## config.mk

```make
export PLATFORM = sky130hd
export DESIGN_NAME = riscv_mem_arbiter
export DESIGN_NICKNAME = d
export VERILOG_FILES = /design/src/rtl/riscv_pkg.sv /design/src/rtl/riscv_arb_pick.sv /design/src/rtl/riscv_mem_arbiter.sv
export SDC_FILE = /design/constraint.sdc
export NUM_CORES = 1
export LEC_CHECK = 0
export BUFFER_PORTS_ARGS = -buffer_cell sky130_fd_sc_hd__buf_2
export CORE_MARGIN = 2
export CORE_UTILIZATION = 38
export DETAILED_ROUTE_END_ITERATION = 16
export PLACE_DENSITY = 0.72
export SLEW_MARGIN = 15
export SYNTH_ARGS = -nofsm -noshare
export SYNTH_HDL_FRONTEND = slang
export SYNTH_HIERARCHICAL = 1
export SYNTH_SLANG_ARGS = --single-unit
export TNS_END_PERCENT = 50
```

## constraint.sdc

```tcl
create_clock -name clk -period 1.4 [get_ports clk]
set_input_delay 0.07 -clock clk [delete_from_list [all_inputs] [get_ports clk]]
set_output_delay 0.07 -clock clk [all_outputs]
set_load 0.01 [all_outputs]
```

## src/rtl/riscv_pkg.sv

```systemverilog
// Shared types and constants for the RISC-V core memory arbiter.
package riscv_pkg;

  localparam int XLEN = 16;

  typedef enum logic {
    OWN_IF = 1'b0,
    OWN_LS = 1'b1
  } owner_e;

  typedef enum logic [1:0] {
    IDLE = 2'd0,
    REQ  = 2'd1,
    RESP = 2'd2
  } arb_state_e;

  // Read data returned to the owner when the watchdog gives up on memory.
  localparam logic [XLEN-1:0] TIMEOUT_RDATA = '0;

endpackage

```

## src/rtl/riscv_arb_pick.sv

```systemverilog
// Combinational winner select between fetch (IF) and load/store (LS).
// RISCV_ARB_RR_EN selects round-robin; otherwise LS has fixed priority.
module riscv_arb_pick
  import riscv_pkg::*;
(
  input  logic   if_req,
  input  logic   ls_req,
  input  owner_e last_owner,
  output owner_e owner
);

`ifdef RISCV_ARB_RR_EN
  always_comb begin
    if (if_req && ls_req) begin
      owner = (last_owner == OWN_LS) ? OWN_IF : OWN_LS;
    end else if (if_req) begin
      owner = OWN_IF;
    end else begin
      owner = OWN_LS;
    end
  end
`else
  // Fixed priority has no use for history.
  logic unused_last_owner;
  assign unused_last_owner = last_owner;

  always_comb begin
    owner = (if_req && !ls_req) ? OWN_IF : OWN_LS;
  end
`endif

endmodule

```

## src/rtl/riscv_mem_arbiter.sv

```systemverilog
// Single-port memory arbiter: one outstanding IF or LS access with a response watchdog.
// Define RISCV_ARB_RR_EN for round-robin arbitration (default: LS over IF).
module riscv_mem_arbiter
  import riscv_pkg::*;
#(
  parameter int AW       = 16,
  parameter int DW       = XLEN,
  parameter int MAX_WAIT = 15
) (
  input  logic          clk,
  input  logic          rst,
  input  logic          if_req,
  input  logic [AW-1:0] if_addr,
  output logic          if_gnt,
  output logic          if_rvalid,
  input  logic          ls_req,
  input  logic          ls_we,
  input  logic [AW-1:0] ls_addr,
  input  logic [DW-1:0] ls_wdata,
  output logic          ls_gnt,
  output logic          ls_rvalid,
  output logic [DW-1:0] rdata,
  output logic          mem_req,
  output logic          mem_we,
  output logic [AW-1:0] mem_addr,
  output logic [DW-1:0] mem_wdata,
  input  logic          mem_gnt,
  input  logic          mem_rvalid,
  input  logic [DW-1:0] mem_rdata,
  output logic          arb_timeout,
  output logic          busy
);

  localparam int CW = $clog2(MAX_WAIT + 1);
  localparam logic [CW-1:0] CNT_MAX  = CW'(MAX_WAIT);
  localparam logic [CW-1:0] CNT_LAST = CW'(MAX_WAIT - 1);

  arb_state_e    state, state_n;
  owner_e        owner, pick, last_owner;
  logic [CW-1:0] cnt;
  logic          load;
  logic          resp_done;

  riscv_arb_pick u_pick (
    .if_req     (if_req),
    .ls_req     (ls_req),
    .last_owner (last_owner),
    .owner      (pick)
  );

  // NOTE: every signal driven here gets a default first so no path leaves it unassigned (no latch).
  always_comb begin
    state_n     = state;
    load        = 1'b0;
    resp_done   = 1'b0;
    if_gnt      = 1'b0;
    ls_gnt      = 1'b0;
    if_rvalid   = 1'b0;
    ls_rvalid   = 1'b0;
    arb_timeout = 1'b0;
    rdata       = '0;
    case (state)
      IDLE: begin
        if (if_req || ls_req) begin
          load    = 1'b1;
          state_n = REQ;
        end
      end
      REQ: begin
        if (mem_gnt) begin
          if_gnt  = (owner == OWN_IF);
          ls_gnt  = (owner == OWN_LS);
          state_n = mem_we ? IDLE : RESP;
        end
      end
      RESP: begin
        // Real data wins over a watchdog expiry in the same cycle.
        if (mem_rvalid) begin
          resp_done = 1'b1;
          rdata     = mem_rdata;
          state_n   = IDLE;
        end else if (cnt == CNT_LAST) begin
          resp_done   = 1'b1;
          arb_timeout = 1'b1;
          rdata       = DW'(TIMEOUT_RDATA);
          state_n     = IDLE;
        end
      end
      default: state_n = IDLE;
    endcase
    if (resp_done) begin
      if_rvalid = (owner == OWN_IF);
      ls_rvalid = (owner == OWN_LS);
    end
  end

  assign busy = (state != IDLE);

  // NOTE: sequential state uses non-blocking assignments so every flop samples pre-edge values.
  always_ff @(posedge clk or negedge rst) begin
    if (!rst) begin
      state     <= IDLE;
      owner     <= OWN_IF;
      mem_req   <= 1'b0;
      mem_we    <= 1'b0;
      mem_addr  <= '0;
      mem_wdata <= '0;
      cnt       <= '0;
    end else begin
      state <= state_n;
      if (load) begin
        owner     <= pick;
        mem_req   <= 1'b1;
        mem_we    <= (pick == OWN_LS) && ls_we;
        mem_addr  <= (pick == OWN_LS) ? ls_addr : if_addr;
        mem_wdata <= (pick == OWN_LS) ? ls_wdata : '0;
      end else if (state == REQ && mem_gnt) begin
        mem_req <= 1'b0;
      end
      // Cleared outside RESP, so every RESP visit starts from zero.
      if (state != RESP) begin
        cnt <= '0;
      end else if (!mem_rvalid && cnt != CNT_MAX) begin
        cnt <= cnt + 1'b1;
      end
    end
  end

`ifdef RISCV_ARB_RR_EN
  always_ff @(posedge clk or negedge rst) begin
    if (!rst) begin
      last_owner <= OWN_LS;
    end else if (load) begin
      last_owner <= pick;
    end
  end
`else
  assign last_owner = OWN_LS;
`endif

endmodule

```

Yosys cells after proc, flatten, opt, wreduce, memory -nomap -nowiden
Cells that the tools add are included.
{"block": "word_totals", "register_bits": 41, "input_bits": 71, "out_inout_bits": 56, "wordCells": 57}
{"block": "op_classes", "add_sub_neg": 1, "eq_ne": 8, "mux": 28, "bitwise": 1, "n_reduce_logical": 12}
{"operator": "$mux 16", "count": 4}
{"operator": "$mux 1", "count": 16}
{"operator": "$mux 2", "count": 5}
{"operator": "$mux 4", "count": 2}
{"operator": "$ne 2x2->1 const B", "count": 3}
{"operator": "$pmux 2 s3", "count": 1}
{"operator": "$reduce_bool 2->1", "count": 3}
{"operator": "$add 4x1->4 const B", "count": 1}
{"operator": "$eq 4x4->1 const B", "count": 1}
{"operator": "$logic_and 1x1->1", "count": 4}
{"operator": "$ne 4x4->1 const B", "count": 1}
{"operator": "$ne 3x3->1 const B", "count": 1}
{"operator": "$reduce_and 3->1", "count": 1}
{"operator": "$eq 2x1->1 const B", "count": 1}
{"operator": "$eq 2x2->1 const B", "count": 1}
{"operator": "$logic_not 1->1", "count": 2}
{"operator": "$logic_not 2->1", "count": 1}
{"operator": "$logic_or 1x1->1", "count": 1}
{"operator": "$not 1->1", "count": 1}

Logic depth before layout (Yosys ltp)
Gate-level depths: netlist of run 1.
{"block": "logic_depth", "ltp_word": 5, "mapped_depth": 6, "mapped_depth_nobuf": 5}

Cells and area by module
The synthesis of run 1 kept the hierarchy.
{"module": "riscv_mem_arbiter", "instances": 1, "cells_per_inst": 211, "area_per_inst_um2": 2015.7, "seq_area_each_um2": 1026.0}
{"module": "riscv_arb_pick", "instances": 1, "cells_per_inst": 1, "area_per_inst_um2": 6.3, "seq_area_each_um2": 0.0}

Least setup slack after synthesis of run 1
OpenSTA, ideal clock, no wires.
{"block": "synth_path", "kind": "register to register", "startpoint": "register state[0]", "endpoint": "register owner", "setup_time_ns": 0.125, "arrival_ns": 1.390, "required_time_ns": 1.275, "setup_slack_ns": -0.115, "path_stages_with_launch": 6, "path_buffers": 2, "period_less_slack_ns": 1.515, "cell_sequence": "dfrtp_1 > or2_1 > buf_6 > or2_1 > buf_6 > mux2_4"}
{"block": "synth_between", "elab_chain_len": 2}
{"element": "start: declaration", "line_no": "riscv_mem_arbiter.sv:38", "text": "arb_state_e state, state_n;"}
{"element": "start signal: assignment", "line_no": "riscv_mem_arbiter.sv:110", "text": "state <= state_n;"}
{"element": "$logic_not 2->1", "line_no": "riscv_mem_arbiter.sv:62", "text": "case (state)"}
{"element": "$mux 1", "line_no": "riscv_mem_arbiter.sv:62"}
{"element": "end signal: assignment", "line_no": "riscv_mem_arbiter.sv:112", "text": "owner <= pick;"}
{"element": "end: declaration", "line_no": "riscv_mem_arbiter.sv:39", "text": "owner_e owner, pick, last_owner;"}
No other way between the ends.
A chain may end at the register's enable or synchronous reset.

Final worst setup path of run 1
{"block": "layout_path", "startpoint": "register state[0]", "endpoint": "output port rdata[15]"}
{"block": "layout_between", "elab_chain_len": 2}
{"element": "$eq 2x2->1", "line_no": "riscv_mem_arbiter.sv:62"}
{"element": "$mux 16", "line_no": "riscv_mem_arbiter.sv:62"}
{"element": "end: declaration", "line_no": "riscv_mem_arbiter.sv:22", "text": "output logic [DW-1:0] rdata,"}
No other way between the ends.

==> impl_metrics.toml, run 1 <==
[status]
status = "finished with violations"
violations = "negative setup slack"

[synth]
syn_area_per_cell_um2 = 9.565
syn_inst = 211
syn-num-nets = 284
synth_area_um2 = 2018
ys_warn_count = 6

[sta]
grt_setup_unrepaired = "yes"
finalHoldViolCount = 0
setup_violations = 22
maxSlewViolCount = 0
skew_ns = 0.003593
finalCritPeriodShare = 1.118
max_freq_mhz = 639.0
whs_ns = 0.009685
period_needed_ns = 1.565
slew-limit-headroom = 0.6560
fin_setup_tns_ns = -2.673
worstMarginPinSlew_ns = 0.5160
fin_ws_ns = -0.1650

[grt]
grt_max_degree = 42
antenna_found_initial = 0
grt_pass1_vias = 2066
grt_usage = 0.1973
grt_overflow = 0
grt_first_pass_wirelength_um = 9473

[clock_network]
htreeDepth = 2
cts_root_buf = "clkbuf_8"
clock_latency_ns = 0.29
cts.sinks = 41
cts_tree = "yes"
ctsLongestPathBuffers = 2
clk_pin_slew_ns = 0.08
cts_buffers = 5

[floorplan]
row_count = 26
die-area_um2 = 5910
design.core.area_um2 = 5107
die_w_um = 76.88
ios = 127
initial_core_util = 0.3951
die_y_um = 76.88

[worst_setup_path]
cpPeakStageDelay_ns = 0.41
cp_max_fo = 5
r2r-start = "cnt[1]$_DFFE_PN0P_"
path_cells = "and2b_4 -> clkbuf_16 -> and3_1 -> buf_2"
cp-startpoint = "state[0]$_DFFE_PN0P_"
crit_path_start_kind = "flop"
worstPathRequired_ns = 1.33
crit_path_end_kind = "primary output"
worstSetupPathType = "flop to primary output"
r2r_cells = 5
crit_end = "rdata[15]"
rrSetupSlack_ns = -0.09
critPathSlowestCell = "dfrtp_1"
crit_arrival_ns = 1.50
reg2reg_to = "cnt[3]$_DFFE_PN0P_"

[placement]
port_buffers = 126
gp_congestion = 0.7379
dpl.hpwl_um = 3757

[final_layout]
area_delta_synth_final_pct = 57.53
nNetsFinal = 423
final_layout_size_suffix_gt1_frac = 0.5043
diodes = 0
fin_util = 0.6225

[detailed_routing]
num_vias = 2092
drt_pass1_iterations = 4
drc_errors = 0
wire_per_inst_um = 13.70
postRouteAntennaNets = 0
finalWirelength_um = 5768
drt_iter0_markers = 84
via_per_inst = 4.969

[hold_path]
min_path_cells = 3
hold_class = "input pin to flop"

[power]
power_mw = 5.514
power.density_nw_per_um2 = 1734
ir_drop_uv = 1048
p_leak_nw = 1.720

[run]
cap_viol_max_count = 0
==> critical path, delay by kind of cell, from the launching register on <==
kind          cells  cell delay, ns
buf+inv           2            0.29
flops             1            0.41
simple gates      2            0.50
==> repair_timing <==
action | 4_1_cts | 5_1_grt
cloned | 2 | 1
resized for setup | 13 | 29
hold buffers | 2 | 2
endpoints found under the setup margin | 20 | 49
buffers inserted | 4 | 3
pin swaps | 4 | 8
endpoints found under the hold margin | 42 | 2
==> power by group <==
group | internal (mW) | switching [mW] | total (mW)
Clock | 0.581 | 0.401 | 0.982
Combinational | 1.24 | 1.34 | 2.58
Sequential | 1.69 | 0.264 | 1.95
==> routing by layer <==
layer	track usage	share of wire	wire (um)	vias up
met4	0.05818	0.015	89	0
met3	0.07059	0.080	462	10
met5	0	0	0	-
li1	-	-	-	1021
met2	0.3526	0.50	2908	92
met1	0.2193	0.40	2308	969
==> registers in the layout (all words and copies together) (netlist names) <==
signal / cells
mem_addr: 16
state: 2
mem_we: 1
mem_wdata: 16
cnt: 4
owner: 1
mem_req: 1
==> cell type report <==
class                   instances  area (um^2)
flip-flops and latches         41         1026
multi-input cells             149        960.9
well taps                      70        87.58
inverters                       3        11.26
fillers                       460         1928
repair buffers                150        977.2
clock buffers                   7        86.33
clock inverters                 1        30.03
==> worst min path at each step <==
stage / start / to / slack [ns]
after floorplan: rst / cnt[0]$_DFFE_PN0P_ / -0.23
after global placement: rst / mem_wdata[10]$_DFFE_PN0P_ / 0.16
after detailed placement: rst / mem_wdata[7]$_DFFE_PN0P_ / 0.17
after CTS: ls_wdata[15] / mem_wdata[15]$_DFFE_PN0P_ / 0.001
after global routing: ls_wdata[6] / mem_wdata[6]$_DFFE_PN0P_ / 0.01
final: ls_wdata[13] / mem_wdata[13]$_DFFE_PN0P_ / 0.01
==> cells in the final DEF (no fill, tap or decap), drive strengths merged, types with 2 or more instances in the layout <==
cell           n
a21oi          2
and3          18
buf          143
clkbuf        10
dfrtp         41
dlygate4sd3    4
ha             2
inv            3
mux2i         16
nand2         20
nand2b         2
nand3          3
nor2           4
nor3           3
o21ai         67
or2            2
==> through the flow <==
stage / std cells / setup slack, ns / cell area [um^2]
floorplan: 211 / -0.08321 / 2018
global placement: 399 / 0.05516 / 2734
detailed placement: 399 / 0.01226 / 2734
CTS: 415 / -0.1157 / 2989
global route: 421 / -0.2168 / 3179
finish: 421 / -0.1650 / 3179
Power figures use the tool's default switching activity.
==> inputs of run 2 (changes only) <==
--- a/config.mk
+++ b/config.mk
@@ -5,6 +5,7 @@
 export SDC_FILE = /design/constraint.sdc
 export NUM_CORES = 1
 export LEC_CHECK = 0
+export ABC_AREA = 1
 export BUFFER_PORTS_ARGS = -buffer_cell sky130_fd_sc_hd__buf_2
 export CORE_MARGIN = 2
 export CORE_UTILIZATION = 38
==> run 2 against run 1 <==
  * The run still ends with negative setup slack left
  * Combinational power decreased by 5%
  * Count of clock-buffer cells in the layout decreased by 2
  * Clock skew increased by 0.0041 ns
  * Critical path depth increased by 3
  * Wire length increased by 1.1%
  * Worst setup slack improved by 0.16 ns
  * Global-route usage decreased by 0.22 points
  * Highest routed layer unchanged
  * First-iteration DRC count increased by 2.4%
  * Via count increased by 9.5%
  * Sequential cell count unchanged
  * Utilization increased by 0.14 points
  * Sequential power increased by 3%
==> impl_metrics.toml, run 2 <==
[status]
status = "finished with violations"
violations = "negative setup slack"

[worst_setup_path]
cp_max_fo = 2
crit_path_start_kind = "flop"
worstPathRequired_ns = 1.33
crit_arrival_ns = 1.33
worstSetupPathType = "flop to primary output"
crit_path_end_kind = "primary output"
cpPeakStageDelay_ns = 0.40
path_cells = "inv_2 -> ha_4 -> nand3_4 -> nand2_4 -> nand2_2 -> nor2_1 -> buf_2"
critPathSlowestCell = "dfrtp_1"

[sta]
finalCritPeriodShare = 1.004
fin_ws_ns = -0.004985
maxSlewViolCount = 0
period_needed_ns = 1.405
max_freq_mhz = 711.8
skew_ns = 0.007704
finalHoldViolCount = 0
setup_violations = 1
grt_setup_unrepaired = "yes"
slew-limit-headroom = 0.6489
worstMarginPinSlew_ns = 0.5266

[clock_network]
cts_buffers = 5
clk_pin_slew_ns = 0.08
clock_latency_ns = 0.29
ctsLongestPathBuffers = 2
htreeDepth = 2
cts.sinks = 41
cts_tree = "yes"
cts_root_buf = "clkbuf_8"

[final_layout]
layout_commonest_cell = "nand2_1"
final_layout_size_suffix_gt1_frac = 0.3829
largestRegisters = "mem_addr: 16 flops, mem_wdata: 16 flops, cnt: 4 flops"
nNetsFinal = 516
fillers = 472
diodes = 0
layout_common_cells = "nand2_1, buf_2, dfrtp_1"
area_delta_synth_final_pct = 57.92

[synth]
syn_inst = 284
synth_area_um2 = 2031
syn_area_per_cell_um2 = 7.150
syn-num-nets = 357
ys_warn_count = 6

[placement]
dpl.hpwl_um = 3943
place_ws_ns = 0.1330
gp_congestion = 0.7970
port_buffers = 126

[grt]
grt_pass1_vias = 2192
grt_usage = 0.1951
antenna_found_initial = 0
grt_first_pass_wirelength_um = 9404
grt_max_degree = 42
grt_overflow = 0

[hold_path]
hold_class = "input pin to flop"

[detailed_routing]
top_layer = "met4"
wire_per_inst_um = 11.35
drc_errors = 0
drt_pass1_iterations = 4
postRouteAntennaNets = 0
drt_iter0_markers = 86
met3WireLength_um = 466
met1_length_um = 2486
routed-wl-met2_um = 2833
num_vias = 2291
finalWirelength_um = 5833
via_per_inst = 4.457

[power]
pwr-share-clk = 0.176
p_leak_nw = 1.940
p_int_mw = 3.235
power.density_nw_per_um2 = 1681
netSwitchingFraction = 0.3999
p_sw_mw = 2.156
comb_power_share = 0.454
power_mw = 5.391
ir_drop_uv = 809.9
p_seq_frac = 0.370

[run]
cap_viol_max_count = 0

[floorplan]
die_y_um = 77.10
row_count = 26
die_w_um = 77.10
ios = 127
initial_core_util = 0.3951
design.core.area_um2 = 5140
die-area_um2 = 5944
run 2: per-layer routing:
layer  vias up  GRT usage
li1       1169          -
met1      1017     0.2231
met2       101     0.3544
met3         4    0.04588
met4         0    0.06964
met5         -          0
run 2: final cells by class:
cell class	count	area, um^2	area share
clock inverters	3	43.79	0.01366
clock buffers	5	68.82	0.02146
flip-flops and latches	41	1027	0.3203
repair buffers	163	972.2	0.3032
inverters	12	50.05	0.01561
well taps	70	87.58	0.02731
multi-input cells	220	957.2	0.2985
run 2: path summary, 6_finish.rpt:
| kind | from | slack [ns] | end | cells past startpoint |
|---|---|---|---|---|
| min in group asynchronous | rst | 0.36 | mem_addr[6]$_DFFE_PN0P_ | 3 |
| max in group asynchronous | rst | 0.63 | state[0]$_DFFE_PN0P_ | 3 |
| setup / recovery | cnt[0]$_DFFE_PN0P_ | -0.005 | ls_rvalid | 7 |
| hold / removal | if_addr[1] | 0.06 | mem_addr[1]$_DFFE_PN0P_ | 5 |
| setup reg to reg | cnt[0]$_DFFE_PN0P_ | 0.04 | state[1]$_DFFE_PN0P_ | 9 |
| hold reg to reg | mem_addr[5]$_DFFE_PN0P_ | 0.48 | mem_addr[5]$_DFFE_PN0P_ | 2 |
run 2: what timing repair did:
| item | in CTS | in global routing |
|---|---|---|
| setup buffers | 8 | 3 |
| pin swaps | 4 | 4 |
| hold buffers | 19 | 0 |
| endpoints found under the setup margin | 19 | 12 |
| resized for setup | 11 | 7 |
| gates cloned | 0 | 0 |
| hold endpoints to repair | 59 | 0 |
run 2: critical path: cells and delay by family, from the launching register on:
| kind | cells | cell delay, ns |
|---|---|---|
| flip-flops | 1 | 0.40 |
| adder cells (fa/ha/maj) | 1 | 0.13 |
| AND/OR/NAND/NOR | 4 | 0.31 |
| buffers and inverters | 2 | 0.22 |
run 2: power by group through the flow:
stage	clock network [mW]	registers, mW	logic (mW)
floorplan	0	2.19	1.09
global placement	0	1.99	2.22
detailed placement	0	1.99	2.26
CTS	0.981	1.99	2.38
global route	1.02	2.06	2.72
finish	0.949	2.00	2.45
run 2: per-stage QoR:
stage	hold WS (ns)	setup TNS [ns]	cells	util	area, um^2
after floorplan	-0.2256	0	284	-	2031
after global placement	0.1630	0	476	0.5360	2755
after detailed placement	0.1689	0	476	0.5360	2755
after CTS	0.04911	-0.05688	511	0.6151	3162
after global routing	0.08361	-0.2990	514	0.6239	3207
final	0.06080	-0.004985	514	0.6239	3207
